[src/rtl/param_alu.sv]
// Parametrised ALU: single-cycle logic/arithmetic ops plus MUL/MAC through a
// fixed-latency multiply path, with a one-cycle done pulse and held result.
module param_alu #(
    parameter int WIDTH   = 8,
    parameter int MUL_LAT = 3
) (
    input  logic                 clk,
    input  logic                 reset,
    input  logic                 start,
    input  logic [2:0]           op,
    input  logic [WIDTH-1:0]     A,
    input  logic [WIDTH-1:0]     B,
    output logic                 done,
    output logic                 busy,
    output logic                 err,
    output logic [2*WIDTH-1:0]   result
);

    localparam int RW = 2 * WIDTH;
    localparam int CW = (MUL_LAT > 2) ? $clog2(MUL_LAT) : 1;

    typedef enum logic [2:0] {
        OP_NOP = 3'b000,
        OP_ADD = 3'b001,
        OP_AND = 3'b010,
        OP_XOR = 3'b011,
        OP_MUL = 3'b100,
        OP_SUB = 3'b101,
        OP_MAC = 3'b110,
        OP_CLR = 3'b111
    } op_e;

    typedef enum logic {
        S_IDLE,
        S_MULT
    } state_e;

    state_e          state;
    op_e             op_q;
    logic [WIDTH-1:0] a_q;
    logic [WIDTH-1:0] b_q;
    logic [RW-1:0]   acc;
    logic [RW-1:0]   prod_q;
    logic [CW-1:0]   cnt;
    logic            sc_pend;

    logic [RW-1:0]   a_ext;
    logic [RW-1:0]   b_ext;
    logic [RW-1:0]   sc_res;
    logic [RW-1:0]   mac_sum;
    logic            accept;
    logic            is_multi;

    assign a_ext    = {{WIDTH{1'b0}}, a_q};
    assign b_ext    = {{WIDTH{1'b0}}, b_q};
    assign mac_sum  = acc + prod_q;
    assign accept   = start && !busy;
    assign is_multi = (op == OP_MUL) || (op == OP_MAC);

    // Result of the single-cycle op latched on the previous edge.
    always_comb begin
        sc_res = result;
        unique case (op_q)
            OP_ADD:  sc_res = a_ext + b_ext;
            OP_AND:  sc_res = a_ext & b_ext;
            OP_XOR:  sc_res = a_ext ^ b_ext;
            OP_SUB:  sc_res = a_ext - b_ext;
            OP_CLR:  sc_res = '0;
            default: sc_res = result;
        endcase
    end

    // NOTE: every register, including the operand latches, is cleared by reset
    // so that an op discarded mid-flight leaves no trace behind.
    always_ff @(posedge clk or posedge reset) begin
        if (reset) begin
            state   <= S_IDLE;
            op_q    <= OP_NOP;
            a_q     <= '0;
            b_q     <= '0;
            acc     <= '0;
            prod_q  <= '0;
            cnt     <= '0;
            sc_pend <= 1'b0;
            done    <= 1'b0;
            busy    <= 1'b0;
            err     <= 1'b0;
            result  <= '0;
        end else begin
            // NOTE: non-blocking assignments throughout; the pending single-cycle
            // op reads the old op_q even when a new command overwrites it here.
            done    <= 1'b0;
            err     <= start && busy;
            sc_pend <= 1'b0;

            if (sc_pend) begin
                done   <= 1'b1;
                result <= sc_res;
                if (op_q == OP_CLR) acc <= '0;
            end

            unique case (state)
                S_IDLE: begin
                    if (accept) begin
                        op_q <= op_e'(op);
                        a_q  <= A;
                        b_q  <= B;
                        if (is_multi) begin
                            state <= S_MULT;
                            busy  <= 1'b1;
                            cnt   <= CW'(MUL_LAT - 1);
                        end else begin
                            sc_pend <= 1'b1;
                        end
                    end
                end
                S_MULT: begin
                    // MUL_LAT >= 2 guarantees prod_q is loaded before completion.
                    prod_q <= a_ext * b_ext;
                    if (cnt == '0) begin
                        state <= S_IDLE;
                        busy  <= 1'b0;
                        done  <= 1'b1;
                        if (op_q == OP_MAC) begin
                            acc    <= mac_sum;
                            result <= mac_sum;
                        end else begin
                            result <= prod_q;
                        end
                    end else begin
                        cnt <= cnt - 1'b1;
                    end
                end
                default: state <= S_IDLE;
            endcase
        end
    end

endmodule

[config.mk]
export PLATFORM = sky130hd
export DESIGN_NAME = param_alu
export DESIGN_NICKNAME = d
export VERILOG_FILES = /design/src/rtl/param_alu.sv
export SDC_FILE = /design/constraint.sdc
export NUM_CORES = 1
export LEC_CHECK = 0
export BUFFER_PORTS_ARGS = -buffer_cell sky130_fd_sc_hd__clkbuf_2
export CAP_MARGIN = 15
export CORE_MARGIN = 2
export CORE_UTILIZATION = 45
export DETAILED_ROUTE_END_ITERATION = 16
export SETUP_SLACK_MARGIN = 0.02
export SLEW_MARGIN = 30
export SYNTH_ARGS = -nofsm -noshare
export SYNTH_HDL_FRONTEND = slang
export SYNTH_SLANG_ARGS = --single-unit
export TNS_END_PERCENT = 5
[constraint.sdc]
create_clock -name clk -period 6 [get_ports clk]
set_clock_uncertainty 0.1 [all_clocks]
set_input_delay 0.3 -clock clk [delete_from_list [all_inputs] [get_ports clk]]
set_output_delay 0.3 -clock clk [all_outputs]
set_load 0.01 [all_outputs]
# After elaboration in Yosys (flattened, before gate mapping)
# Index checks and enable logic that the tools add are counted.
classes:
  bitwise_logic: 3
  n_mux: 28
  reduce_logical: 8
  mul: 1
  n_addsub: 4
  eq_ne: 12
ops:
  columns: ["operator", "n"]
  rows:
  - ["$mux W16", 9]
  - ["$pmux W16 S5", 1]
  - ["$add A16 B16 Y16", 1]
  - ["$mul A8 B8 Y16", 1]
  - ["$eq A3 B3 Y1 const B", 5]
  - ["$mux W1", 12]
  - ["$add A8 B8 Y9", 1]
  - ["$sub A8 B8 Y9", 1]
  - ["$and A8 B8 Y8", 1]
  - ["$xor A8 B8 Y8", 1]
  - ["$eq A3 B2 Y1 const B", 2]
  - ["$mux W2", 3]
  - ["$ne A2 B2 Y1 const B", 3]
  - ["$reduce_and A3 Y1", 2]
  - ["$pmux W1 S2", 2]
  - ["$pmux W2 S2", 1]
  - ["$eq A3 B1 Y1 const B", 1]
  - ["$logic_and A1 B1 Y1", 2]
  - ["$logic_not A2 Y1", 1]
  - ["$ne A2 B1 Y1 const B", 1]
  - ["$reduce_and A2 Y1", 1]
  - ["$sub A2 B1 Y2 const B", 1]
  - ["$logic_not A1 Y1", 1]
  - ["$logic_or A1 B1 Y1", 1]
  - ["$not A1 Y1", 1]
word_totals:
  input_bits: 22
  wordCells: 68
  register_bits: 74
  output_inout_bits: 19

# Depth between registers and ports, before layout
# Gate-level depths: netlist (run 1).
depth:
  word_depth: 6
  ltp_mapped: 17

# Least setup slack after synthesis (run 1)
# Ideal clock, no wire load.
synth_path:
  path_kind: "register -> register"
  startpoint: "register a_q[4]"
  endpoint: "register prod_q[14]"
  synth_period_minus_slack_ns: 4.548
  setup_slack_ns: 1.452
  setup_time_ns: 0.092
  arrival_ns: 4.356
  stages_incl_launch_ff: 15
  path_cell_list: "dfrtp_1 > ha_1 > fa_1 > fa_1 > fa_1 > inv_1 > fa_1 > inv_1 > ha_1 > o21a_1 > nor2_1 > or4_1 > a31o_1 > and3_4 > o31ai_2"
synth_between:
  elab_chain_cells: 1
synth_lines:
  columns: ["element", "line_no", "rtl"]
  rows:
  - ["start, declared", "40", "logic [WIDTH-1:0] a_q;"]
  - ["start signal, assigned", "79", "a_q <= '0;"]
  - ["start signal, assigned", "106", "a_q <= A;"]
  - ["$mul A8 B8 Y16", "119", "prod_q <= a_ext * b_ext;"]
  - ["end signal, assigned", "119", null]
  - ["end, declared", "43", "logic [RW-1:0] prod_q;"]
# No other way between the ends.
# A chain may end at the register's enable or synchronous reset.

# Worst setup path after layout (run 1)
# Same ends and word-level chain as after synthesis.

==> impl_metrics.xml, run 1 <==
<?xml version="1.0" encoding="UTF-8"?>
<metrics>
  <group name="run_status">
    <metric name="run_status" unit="">complete, no violations</metric>
  </group>
  <group name="floorplanning">
    <metric name="number_of_standard_cell_rows_in_the_floorplan" unit="">44</metric>
    <metric name="fp.dieArea" unit="um^2">15600</metric>
    <metric name="fp.dieH" unit="um">125</metric>
    <metric name="floorplan.initialDensity" unit="%">45.6</metric>
    <metric name="number_of_placed_i_o_pins" unit="">41</metric>
    <metric name="core_box_area" unit="um^2">14400</metric>
    <metric name="die_w" unit="um">125</metric>
  </group>
  <group name="setup_path">
    <metric name="timing.critical_path.arrival" unit="ns">5.04</metric>
    <metric name="cp_max_fanout" unit="">10</metric>
    <metric name="worstReg2RegEnd" unit="">prod_q[14]$_DFFE_PP0P_</metric>
    <metric name="critical_path.reg2reg.startpoint" unit="">a_q[4]$_DFFE_PP0P_</metric>
    <metric name="ws_path_type" unit="">reg2reg</metric>
    <metric name="worst_r2r_path_cells" unit="">14</metric>
    <metric name="cp.required" unit="ns">6.16</metric>
    <metric name="reg2reg_slack" unit="ns">1.12</metric>
    <metric name="timing.critical_path.to_type" unit="">flip-flop</metric>
    <metric name="start_kind" unit="">flip-flop</metric>
  </group>
  <group name="logic_synthesis">
    <metric name="synthFlopType" unit="">sky130_fd_sc_hd__dfrtp_1</metric>
    <metric name="post_synth_most_frequent_cells" unit="">sky130_fd_sc_hd__nand2_1 (82), sky130_fd_sc_hd__inv_1 (79), sky130_fd_sc_hd__dfrtp_1 (74), sky130_fd_sc_hd__ha_1 (68), sky130_fd_sc_hd__o21ai_0 (44)</metric>
    <metric name="netlist_top_cells_area" unit="">sky130_fd_sc_hd__dfrtp_1 (28%), sky130_fd_sc_hd__ha_1 (13%), sky130_fd_sc_hd__fa_1 (12%), sky130_fd_sc_hd__nand2_1 (4.7%), sky130_fd_sc_hd__inv_1 (4.5%)</metric>
    <metric name="synthesis.yosys.warnings" unit="">0</metric>
    <metric name="synth_most_common_cell" unit="">sky130_fd_sc_hd__nand2_1</metric>
    <metric name="seq_area_frac_synth" unit="%">28.2</metric>
    <metric name="yosys.area.top_type_share" unit="%">28.2</metric>
    <metric name="syn_inst" unit="">707</metric>
    <metric name="postSynth.asyncResetShare" unit="%">100</metric>
    <metric name="post-synth-top-area-cell" unit="">sky130_fd_sc_hd__dfrtp_1</metric>
    <metric name="mapped_cell_area" unit="um^2">6560</metric>
    <metric name="synthDistinctLibCells" unit="">69</metric>
    <metric name="synth_enable_flop_cells" unit="">0</metric>
    <metric name="syn-num-nets" unit="">836</metric>
    <metric name="syn_area_cell" unit="um^2">9.27</metric>
    <metric name="synth-seq-cells" unit="">74</metric>
  </group>
  <group name="timing">
    <metric name="total_negative_setup_slacks" unit="ns">0</metric>
    <metric name="timing.fmax" unit="MHz">205</metric>
    <metric name="fin_crit" unit="ns">4.88</metric>
    <metric name="fin_crit_sh" unit="%">81.4</metric>
    <metric name="max_slew.worst_pin.slew" unit="ns">0.845</metric>
    <metric name="finalSetupViolCount" unit="">0</metric>
    <metric name="max_slew_margin" unit="%">43.5</metric>
    <metric name="final_max_slew_viol_count" unit="">0</metric>
    <metric name="rsz0062_at_grt" unit="">false</metric>
    <metric name="finalHoldViolCount" unit="">0</metric>
  </group>
  <group name="layout">
    <metric name="multi_input_comb_area" unit="um^2">4330</metric>
    <metric name="antenna-diode-count" unit="">0</metric>
    <metric name="filler_cell_count" unit="">1334</metric>
    <metric name="syn2layout_area_growth" unit="%">10.5</metric>
    <metric name="fin_nets" unit="">871</metric>
    <metric name="post_route_cells_drive_above_1_share" unit="%">12.7</metric>
    <metric name="ff_latch_area" unit="um^2">1850</metric>
  </group>
  <group name="global_routing">
    <metric name="antenna_found_initial" unit="">0</metric>
    <metric name="grt_first_pass_wirelength" unit="mm">26.3</metric>
    <metric name="grt_max_degree" unit="">75</metric>
    <metric name="global_route_total_overflow" unit="">0</metric>
    <metric name="grt_usage" unit="%">21.0</metric>
    <metric name="first_global_vias" unit="">5168</metric>
  </group>
  <group name="hold_path">
    <metric name="hold_path.class" unit="">in2async</metric>
  </group>
  <group name="route">
    <metric name="wl_met3" unit="um">490</metric>
    <metric name="final_routed_wire_length_divided_by_cell_count" unit="um">17.0</metric>
    <metric name="met2WireLength" unit="mm">7.50</metric>
    <metric name="detailroute.via_count" unit="">5115</metric>
    <metric name="wl_met1" unit="mm">7.56</metric>
    <metric name="drt-total-wl" unit="mm">15.8</metric>
    <metric name="detail_route.drc_violations" unit="">0</metric>
    <metric name="drt_iter0_markers" unit="">254</metric>
    <metric name="drt_pass1_iterations" unit="">5</metric>
    <metric name="top_signal_layer_used" unit="">met4</metric>
    <metric name="detail_route.vias_per_cell" unit="">5.49</metric>
    <metric name="final_antenna_net_count" unit="">0</metric>
  </group>
  <group name="clocking">
    <metric name="clk_transition_reported_paths" unit="ns">0.06</metric>
    <metric name="cts-htree-levels" unit="">3</metric>
    <metric name="tritoncts" unit="">done</metric>
    <metric name="clk-insertion-delay-late" unit="ns">0.35</metric>
    <metric name="post_cts.repair.setup_buffers" unit="">0</metric>
    <metric name="root_buffer" unit="">sky130_fd_sc_hd__clkbuf_16</metric>
    <metric name="post_cts_resized" unit="">0</metric>
    <metric name="cts_made_buffers" unit="">9</metric>
    <metric name="numClockSinks" unit="">74</metric>
    <metric name="ctsHoldBuffers" unit="">0</metric>
    <metric name="clockBufferDepth" unit="">2</metric>
  </group>
  <group name="placement">
    <metric name="place_congestion" unit="">0.866</metric>
    <metric name="dpl.hpwl" unit="mm">12.5</metric>
    <metric name="io_port_bufs" unit="">40</metric>
  </group>
  <group name="flow_run">
    <metric name="drv.max_cap_violation_count" unit="">0</metric>
  </group>
</metrics>
routing by layer:
layer	GRT usage, %	vias up
li1	-	2512
met1	29.4	2491
met2	33.5	89
met3	3.44	23
met4	6.61	0
met5	0	-
registers in the layout, summed over array words and instances, names as in the netlist, 2 cells and up:
name,flops
prod_q,16
result,16
acc,16
b_q,8
op_q,3
a_q,8
cnt,2
kinds of logic (layout without fill, tap and decap cells):
| family | after synthesis | in the layout | share of synthesized area [%] |
|---|---|---|---|
| buf+inv | 100 | 140 | 5.76 |
| fa+ha+maj | 107 | 107 | 24.9 |
| xor+xnor | 21 | 21 | 2.81 |
| simple gates | 200 | 200 | 14.3 |
| flops | 74 | 74 | 28.2 |
| mux | 23 | 23 | 3.82 |
| compound gates | 182 | 182 | 20.2 |
placed cells by master, fill, tap and decap left out, drive strengths merged, types with 6 or more instances in the layout:
cell and instances:
mux2 16, a21o 13, o21ai 47, a21oi 36, nor3 7, o21a 10
clkbuf 51, nand3 9, clkinv 6, xnor2 16, mux2i 7, ha 68
o211ai 8, o31ai 10, dfrtp 74, nor2 42, nand2 83, fa 39
a22o 10, inv 79, a211oi 6, and2 41
stage by stage:
step	instance area (um^2)	hold WS (ns)	utilization, %	std cells	setup slack, ns
2_1_floorplan	6560	0.317	-	707	1.45
5_1_grt	7250	0.0732	50.4	931	0.909
3_3_place_gp	6930	0.358	48.2	915	1.24
3_5_place_dp	6940	0.371	48.3	915	1.12
6_report	7250	0.00764	50.4	931	1.12
4_1_cts	7240	0.0469	50.4	931	1.10
worst max-delay path by stage:
stage	end	depth (start not counted)	from
final	prod_q[14]$_DFFE_PP0P_	14	a_q[4]$_DFFE_PP0P_
after global routing	prod_q[14]$_DFFE_PP0P_	14	a_q[4]$_DFFE_PP0P_
after detailed placement	prod_q[14]$_DFFE_PP0P_	14	a_q[4]$_DFFE_PP0P_
after floorplan	prod_q[14]$_DFFE_PP0P_	14	a_q[4]$_DFFE_PP0P_
after global placement	prod_q[14]$_DFFE_PP0P_	14	a_q[4]$_DFFE_PP0P_
after CTS	prod_q[14]$_DFFE_PP0P_	14	a_q[4]$_DFFE_PP0P_
final cells by class:
class | count | share of cell area (%)
clock buffers | 11 | 3.49
clock inverters | 5 | 0.725
inverters | 82 | 4.27
multi-input cells | 533 | 59.8
flip-flops and latches | 74 | 25.6
well taps | 184 | 3.18
repair buffers | 42 | 3.02
worst max-delay path: stages, from the launching register on:
cell and delay (ns):
sky130_fd_sc_hd__dfrtp_1 0.50, sky130_fd_sc_hd__ha_1 0.33, sky130_fd_sc_hd__fa_1 0.48, sky130_fd_sc_hd__fa_1 0.54, sky130_fd_sc_hd__fa_1 0.54, sky130_fd_sc_hd__inv_1 0.05, sky130_fd_sc_hd__fa_1 0.52, sky130_fd_sc_hd__inv_1 0.04
sky130_fd_sc_hd__ha_1 0.33, sky130_fd_sc_hd__o21a_1 0.14, sky130_fd_sc_hd__nor2_1 0.06, sky130_fd_sc_hd__or4_1 0.52, sky130_fd_sc_hd__a31o_1 0.23, sky130_fd_sc_hd__and3_4 0.18, sky130_fd_sc_hd__o31ai_2 0.21
Power of run 1 is left out: the tool's default activity adds up to more than one toggle a clock period on the data nets, which glitch-free logic cannot reach.
==> inputs of run 2 (changes only) <==
- clock period: 6 -> 4.7 ns (I/O delays scaled with it)
==> run 2 against run 1 <==
  * The flow now finishes with violations (hold timing)
  * First-iteration DRC count rose by 41%
  * Fmax grew 7.7%
  * Hold slack lost 0.049 ns
  * Final area increased by 3.1%
  * Register-to-register slack got worse by 0.95 ns
  * Non-clock buffer count grew 21
  * Global-route usage rose by 0.73 points
  * Flip-flop and latch count unchanged
  * Sequential share of layout area decreased by 0.70 points
  * Critical path depth grew 2
  * Routed wire length is 4.5% higher
  * Via count up 3.8%
  * Critical path type unchanged
  * Highest routed layer unchanged
==> impl_metrics.xml, run 2 (synthesized netlist as in run 1, its figures left out) <==
<?xml version="1.0" encoding="UTF-8"?>
<metrics>
  <group name="timing">
    <metric name="max_slew_margin" unit="%">49.4</metric>
    <metric name="max_slew.worst_pin.slew" unit="ns">0.757</metric>
    <metric name="finalHoldViolCount" unit="">73</metric>
    <metric name="holdWs" unit="ns">-0.0411</metric>
    <metric name="timing.fmax" unit="MHz">221</metric>
    <metric name="fin_crit" unit="ns">4.53</metric>
    <metric name="finalSetupViolCount" unit="">0</metric>
    <metric name="rsz0062_at_grt" unit="">true</metric>
    <metric name="final.setup.worst_slack" unit="ns">0.168</metric>
    <metric name="fin_crit_sh" unit="%">96.4</metric>
    <metric name="final_max_slew_viol_count" unit="">0</metric>
  </group>
  <group name="setup_path">
    <metric name="ws_path_type" unit="">reg2reg</metric>
    <metric name="cp.required" unit="ns">4.87</metric>
    <metric name="start_kind" unit="">flip-flop</metric>
    <metric name="timing.critical_path.to_type" unit="">flip-flop</metric>
    <metric name="cp_max_fanout" unit="">6</metric>
    <metric name="timing.critical_path.arrival" unit="ns">4.70</metric>
  </group>
  <group name="run_status">
    <metric name="run_status" unit="">finished with violations</metric>
    <metric name="failed_checks" unit="">hold timing</metric>
  </group>
  <group name="clocking">
    <metric name="cts-htree-levels" unit="">3</metric>
    <metric name="clk_transition_reported_paths" unit="ns">0.06</metric>
    <metric name="numClockSinks" unit="">74</metric>
    <metric name="clockBufferDepth" unit="">2</metric>
    <metric name="cts_made_buffers" unit="">9</metric>
    <metric name="clk-insertion-delay-late" unit="ns">0.35</metric>
    <metric name="tritoncts" unit="">done</metric>
    <metric name="root_buffer" unit="">sky130_fd_sc_hd__clkbuf_16</metric>
  </group>
  <group name="floorplanning">
    <metric name="floorplan.initialDensity" unit="%">45.6</metric>
    <metric name="fp.dieArea" unit="um^2">15600</metric>
    <metric name="number_of_standard_cell_rows_in_the_floorplan" unit="">44</metric>
    <metric name="fp.dieH" unit="um">125</metric>
    <metric name="number_of_placed_i_o_pins" unit="">41</metric>
    <metric name="die_w" unit="um">125</metric>
    <metric name="core_box_area" unit="um^2">14400</metric>
  </group>
  <group name="global_routing">
    <metric name="grt_usage" unit="%">21.8</metric>
    <metric name="global_route_total_overflow" unit="">0</metric>
    <metric name="grt_max_degree" unit="">75</metric>
    <metric name="first_global_vias" unit="">5299</metric>
    <metric name="antenna_found_initial" unit="">0</metric>
    <metric name="grt_first_pass_wirelength" unit="mm">27.2</metric>
  </group>
  <group name="placement">
    <metric name="io_port_bufs" unit="">40</metric>
    <metric name="dpl.cell_count" unit="">931</metric>
    <metric name="place_congestion" unit="">0.859</metric>
    <metric name="pre_cts_slack" unit="ns">0.108</metric>
    <metric name="dpl.hpwl" unit="mm">13.1</metric>
  </group>
  <group name="layout">
    <metric name="post_route_cells_drive_above_1_share" unit="%">15.9</metric>
    <metric name="largest_registers_ranked_by_flip_flop_count" unit="">acc (16), prod_q (16), result (16)</metric>
    <metric name="number_of_standard_cells_in_the_layout_taps_in_and_fillers_out" unit="">952</metric>
    <metric name="post-route-util" unit="%">52.0</metric>
    <metric name="filler_cell_count" unit="">1358</metric>
    <metric name="final_common_cell" unit="">sky130_fd_sc_hd__nand2_1</metric>
    <metric name="antenna-diode-count" unit="">0</metric>
    <metric name="syn2layout_area_growth" unit="%">14.0</metric>
    <metric name="ff_latch_area" unit="um^2">1860</metric>
    <metric name="fin_nets" unit="">892</metric>
    <metric name="most-common-layout-cells" unit="">sky130_fd_sc_hd__nand2_1 (82), sky130_fd_sc_hd__inv_1 (78), sky130_fd_sc_hd__dfrtp_1 (70)</metric>
    <metric name="multi_input_comb_area" unit="um^2">4360</metric>
  </group>
  <group name="route">
    <metric name="detail_route.drc_violations" unit="">0</metric>
    <metric name="final_antenna_net_count" unit="">0</metric>
    <metric name="drt-total-wl" unit="mm">16.6</metric>
    <metric name="final_routed_wire_length_divided_by_cell_count" unit="um">17.4</metric>
    <metric name="drt_iter0_markers" unit="">359</metric>
    <metric name="detailroute.via_count" unit="">5308</metric>
    <metric name="drt_pass1_iterations" unit="">5</metric>
    <metric name="detail_route.vias_per_cell" unit="">5.58</metric>
  </group>
  <group name="hold_path">
    <metric name="hold_path.class" unit="">in2async</metric>
  </group>
  <group name="flow_run">
    <metric name="drv.max_cap_violation_count" unit="">0</metric>
  </group>
</metrics>
run 2: cell types whose count changed in the layout (fill, tap and decap cells not counted), sizes merged:
cell         before  now
clkbuf           51   52
buf               2   21
clkinvlp          1    0
clkinv            6    5
dlygate4sd3       0    2
bufinv            1    2
run 2: timing repair:
action	4_1_cts	5_1_grt
hold endpoints to repair	2	0
setup buffers	0	3
hold buffers	2	0
resized for setup	0	9
setup endpoints to repair	0	5
run 2: worst paths after layout:
| kind | end | from | slack [ns] | cells after the start |
|---|---|---|---|---|
| worst max register to register | prod_q[15]$_DFFE_PP0P_ | a_q[2]$_DFFE_PP0P_ | 0.17 | 16 |
| min in group clk | b_q[1]$_DFFE_PP0P_ | B[1] | 0 | 3 |
| worst max-delay path | prod_q[15]$_DFFE_PP0P_ | a_q[2]$_DFFE_PP0P_ | 0.17 | 16 |
| max in group asynchronous | a_q[3]$_DFFE_PP0P_ | reset | 4.04 | 3 |
| worst min-delay path | a_q[7]$_DFFE_PP0P_ | reset | -0.04 | 3 |
| worst min register to register | cnt[0]$_DFFE_PP0P_ | cnt[0]$_DFFE_PP0P_ | 0.38 | 1 |
run 2: per-layer routing:
layer	track usage, %	wire length, um
met1	30.2	7700
met4	6.21	319
met5	0	0
met2	35.0	7910
met3	3.87	637
run 2: stage by stage:
step	instance area [um^2]	setup TNS, ns
global route	7470	-0.0244
finish	7470	0
CTS	7410	0
floorplan	6560	0
detailed placement	7060	0
global placement	7050	0
run 2: worst max-delay path: stages, from the launching register on:
cell                       delay, ns
sky130_fd_sc_hd__dfrtp_1        0.42
sky130_fd_sc_hd__buf_4          0.18
sky130_fd_sc_hd__ha_2           0.23
sky130_fd_sc_hd__fa_1           0.46
sky130_fd_sc_hd__fa_1           0.44
sky130_fd_sc_hd__ha_1           0.28
sky130_fd_sc_hd__inv_1          0.04
sky130_fd_sc_hd__fa_1           0.47
sky130_fd_sc_hd__inv_1          0.04
sky130_fd_sc_hd__ha_1           0.32
sky130_fd_sc_hd__nor2b_1        0.15
sky130_fd_sc_hd__o21ai_1        0.15
sky130_fd_sc_hd__a21boi_1       0.12
sky130_fd_sc_hd__o31a_1         0.31
sky130_fd_sc_hd__o211a_1        0.25
sky130_fd_sc_hd__or3_1          0.32
sky130_fd_sc_hd__a31oi_1        0.16
run 2: cell type report:
cell class	instances	share of cell area, %
timing repair buffer	63	5.11
inverter	82	4.14
sequential	74	24.9
tap	184	3.08
clock buffer	12	3.43
multi-input combinational	533	58.4
clock inverter	4	0.988
Power of run 2 is left out for the same reason.
==> inputs of run 3 (changes only) <==
- CAP_MARGIN: 15 -> default
- clock period: 4.7 -> 5.15 ns (I/O delays scaled with it)
==> run 3 against run 2 <==
  * The run still ends with hold timing left
  * Die area is the same
  * Via count down 2.6%
  * Routed wire length shrank 2.8%
  * Hold slack improved by 0.0062 ns
  * Global-route usage down 0.41 points
  * Fmax is 6.1% lower
  * Final area down 2.7%
  * Flip-flop and latch count unchanged
  * Highest routed layer unchanged
  * First-iteration DRC count decreased by 14%
  * Critical path depth fell by 2
  * Sequential share of layout area is 0.63 points higher
  * Count of clock-buffer cells in the layout shrank 1
==> impl_metrics.xml, run 3 (synthesized netlist as in run 1, its figures left out) <==
<?xml version="1.0" encoding="UTF-8"?>
<metrics>
  <group name="global_routing">
    <metric name="grt_first_pass_wirelength" unit="mm">26.6</metric>
    <metric name="grt_usage" unit="%">21.4</metric>
    <metric name="antenna_found_initial" unit="">0</metric>
    <metric name="first_global_vias" unit="">5281</metric>
    <metric name="grt_max_degree" unit="">75</metric>
    <metric name="global_route_total_overflow" unit="">0</metric>
  </group>
  <group name="clocking">
    <metric name="ctsHoldBuffers" unit="">0</metric>
    <metric name="clk-insertion-delay-late" unit="ns">0.35</metric>
    <metric name="root_buffer" unit="">sky130_fd_sc_hd__clkbuf_16</metric>
    <metric name="cts-htree-levels" unit="">3</metric>
    <metric name="cts_made_buffers" unit="">9</metric>
    <metric name="tritoncts" unit="">done</metric>
    <metric name="post_cts_resized" unit="">0</metric>
    <metric name="post_cts.repair.setup_buffers" unit="">0</metric>
    <metric name="numClockSinks" unit="">74</metric>
    <metric name="clockBufferDepth" unit="">2</metric>
    <metric name="clk_transition_reported_paths" unit="ns">0.06</metric>
  </group>
  <group name="timing">
    <metric name="total_negative_setup_slacks" unit="ns">0</metric>
    <metric name="finalHoldViolCount" unit="">43</metric>
    <metric name="max_slew.worst_pin.slew" unit="ns">0.850</metric>
    <metric name="fin_crit_sh" unit="%">93.7</metric>
    <metric name="fin_crit" unit="ns">4.82</metric>
    <metric name="finalSetupViolCount" unit="">0</metric>
    <metric name="rsz0062_at_grt" unit="">false</metric>
    <metric name="max_slew_margin" unit="%">43.2</metric>
    <metric name="timing.fmax" unit="MHz">207</metric>
    <metric name="final_max_slew_viol_count" unit="">0</metric>
    <metric name="holdWs" unit="ns">-0.0349</metric>
  </group>
  <group name="setup_path">
    <metric name="start_kind" unit="">flip-flop</metric>
    <metric name="cp_max_fanout" unit="">8</metric>
    <metric name="ws_path_type" unit="">reg2reg</metric>
    <metric name="cp.required" unit="ns">5.31</metric>
    <metric name="worst_r2r_path_cells" unit="">14</metric>
    <metric name="worstReg2RegEnd" unit="">prod_q[14]$_DFFE_PP0P_</metric>
    <metric name="reg2reg_slack" unit="ns">0.33</metric>
    <metric name="critical_path.reg2reg.startpoint" unit="">b_q[4]$_DFFE_PP0P_</metric>
    <metric name="timing.critical_path.arrival" unit="ns">4.98</metric>
    <metric name="timing.critical_path.to_type" unit="">flip-flop</metric>
  </group>
  <group name="layout">
    <metric name="largest_registers_ranked_by_flip_flop_count" unit="">acc (16), prod_q (16), result (16)</metric>
    <metric name="fin_nets" unit="">875</metric>
    <metric name="filler_cell_count" unit="">1325</metric>
    <metric name="ff_latch_area" unit="um^2">1850</metric>
    <metric name="most-common-layout-cells" unit="">sky130_fd_sc_hd__nand2_1 (82), sky130_fd_sc_hd__inv_1 (78), sky130_fd_sc_hd__dfrtp_1 (74)</metric>
    <metric name="antenna-diode-count" unit="">0</metric>
    <metric name="syn2layout_area_growth" unit="%">10.8</metric>
    <metric name="multi_input_comb_area" unit="um^2">4330</metric>
    <metric name="final_common_cell" unit="">sky130_fd_sc_hd__nand2_1</metric>
    <metric name="post_route_cells_drive_above_1_share" unit="%">13.0</metric>
  </group>
  <group name="route">
    <metric name="detailroute.via_count" unit="">5171</metric>
    <metric name="detail_route.vias_per_cell" unit="">5.53</metric>
    <metric name="final_routed_wire_length_divided_by_cell_count" unit="um">17.2</metric>
    <metric name="drt-total-wl" unit="mm">16.1</metric>
    <metric name="detail_route.drc_violations" unit="">0</metric>
    <metric name="drt_pass1_iterations" unit="">5</metric>
    <metric name="final_antenna_net_count" unit="">0</metric>
    <metric name="drt_iter0_markers" unit="">307</metric>
  </group>
  <group name="placement">
    <metric name="io_port_bufs" unit="">40</metric>
    <metric name="dpl.hpwl" unit="mm">12.7</metric>
    <metric name="place_congestion" unit="">0.854</metric>
  </group>
  <group name="flow_run">
    <metric name="drv.max_cap_violation_count" unit="">0</metric>
  </group>
  <group name="run_status">
    <metric name="run_status" unit="">finished with violations</metric>
    <metric name="failed_checks" unit="">hold timing</metric>
  </group>
  <group name="floorplanning">
    <metric name="fp.dieH" unit="um">125</metric>
    <metric name="core_box_area" unit="um^2">14400</metric>
    <metric name="floorplan.initialDensity" unit="%">45.6</metric>
    <metric name="number_of_standard_cell_rows_in_the_floorplan" unit="">44</metric>
    <metric name="fp.dieArea" unit="um^2">15600</metric>
    <metric name="number_of_placed_i_o_pins" unit="">41</metric>
    <metric name="die_w" unit="um">125</metric>
  </group>
  <group name="hold_path">
    <metric name="hold_path.class" unit="">in2async</metric>
  </group>
</metrics>
run 3: changes by cell type in the layout (fill, tap and decap cells not counted), sizes merged:
cell,change
dlygate4sd3,-2
clkinv,+2
bufinv,-1
clkbuf,-1
buf,-15
run 3: cell type report:
cell class,count,area share (%)
multi-input combinational,533,59.6
inverter,82,4.25
timing repair buffer,46,3.43
clock inverter,5,0.740
clock buffer,11,3.34
sequential,74,25.5
tap,184,3.17
run 3: critical path: stages (launching register included):
cell	delay (ns)
sky130_fd_sc_hd__dfrtp_1	0.45
sky130_fd_sc_hd__ha_1	0.33
sky130_fd_sc_hd__fa_1	0.50
sky130_fd_sc_hd__fa_1	0.52
sky130_fd_sc_hd__fa_1	0.55
sky130_fd_sc_hd__inv_1	0.06
sky130_fd_sc_hd__fa_1	0.52
sky130_fd_sc_hd__inv_1	0.04
sky130_fd_sc_hd__ha_1	0.33
sky130_fd_sc_hd__o21a_1	0.14
sky130_fd_sc_hd__nor2_1	0.06
sky130_fd_sc_hd__or4_1	0.51
sky130_fd_sc_hd__a31o_1	0.24
sky130_fd_sc_hd__and3_4	0.18
sky130_fd_sc_hd__o31ai_2	0.19
run 3: worst max-delay path by stage:
stage                             from                     end  slack [ns]  cells after the start
global route        b_q[4]$_DFFE_PP0P_  prod_q[14]$_DFFE_PP0P_        0.13                     14
floorplan           a_q[4]$_DFFE_PP0P_  prod_q[14]$_DFFE_PP0P_        0.60                     14
global placement    b_q[4]$_DFFE_PP0P_  prod_q[14]$_DFFE_PP0P_        0.46                     14
CTS                 b_q[4]$_DFFE_PP0P_  prod_q[14]$_DFFE_PP0P_        0.33                     14
detailed placement  b_q[4]$_DFFE_PP0P_  prod_q[14]$_DFFE_PP0P_        0.35                     14
finish              b_q[4]$_DFFE_PP0P_  prod_q[14]$_DFFE_PP0P_        0.33                     14
run 3: routing by layer:
metal	wire, um	up-vias	track usage (%)
li1	-	2516	-
met1	7530	2531	29.3
met2	7590	100	34.4
met3	669	24	3.39
met4	317	0	7.47
met5	0	-	0
run 3: per-stage QoR:
step	setup slack, ns	cells	util [%]	area [um^2]
finish	0.326	935	50.6	7270
global route	0.133	935	50.6	7270
CTS	0.327	935	50.5	7260
detailed placement	0.351	919	48.5	6970
global placement	0.456	919	48.5	6960
floorplan	0.602	707	-	6560
Power of run 3 is left out for the same reason.
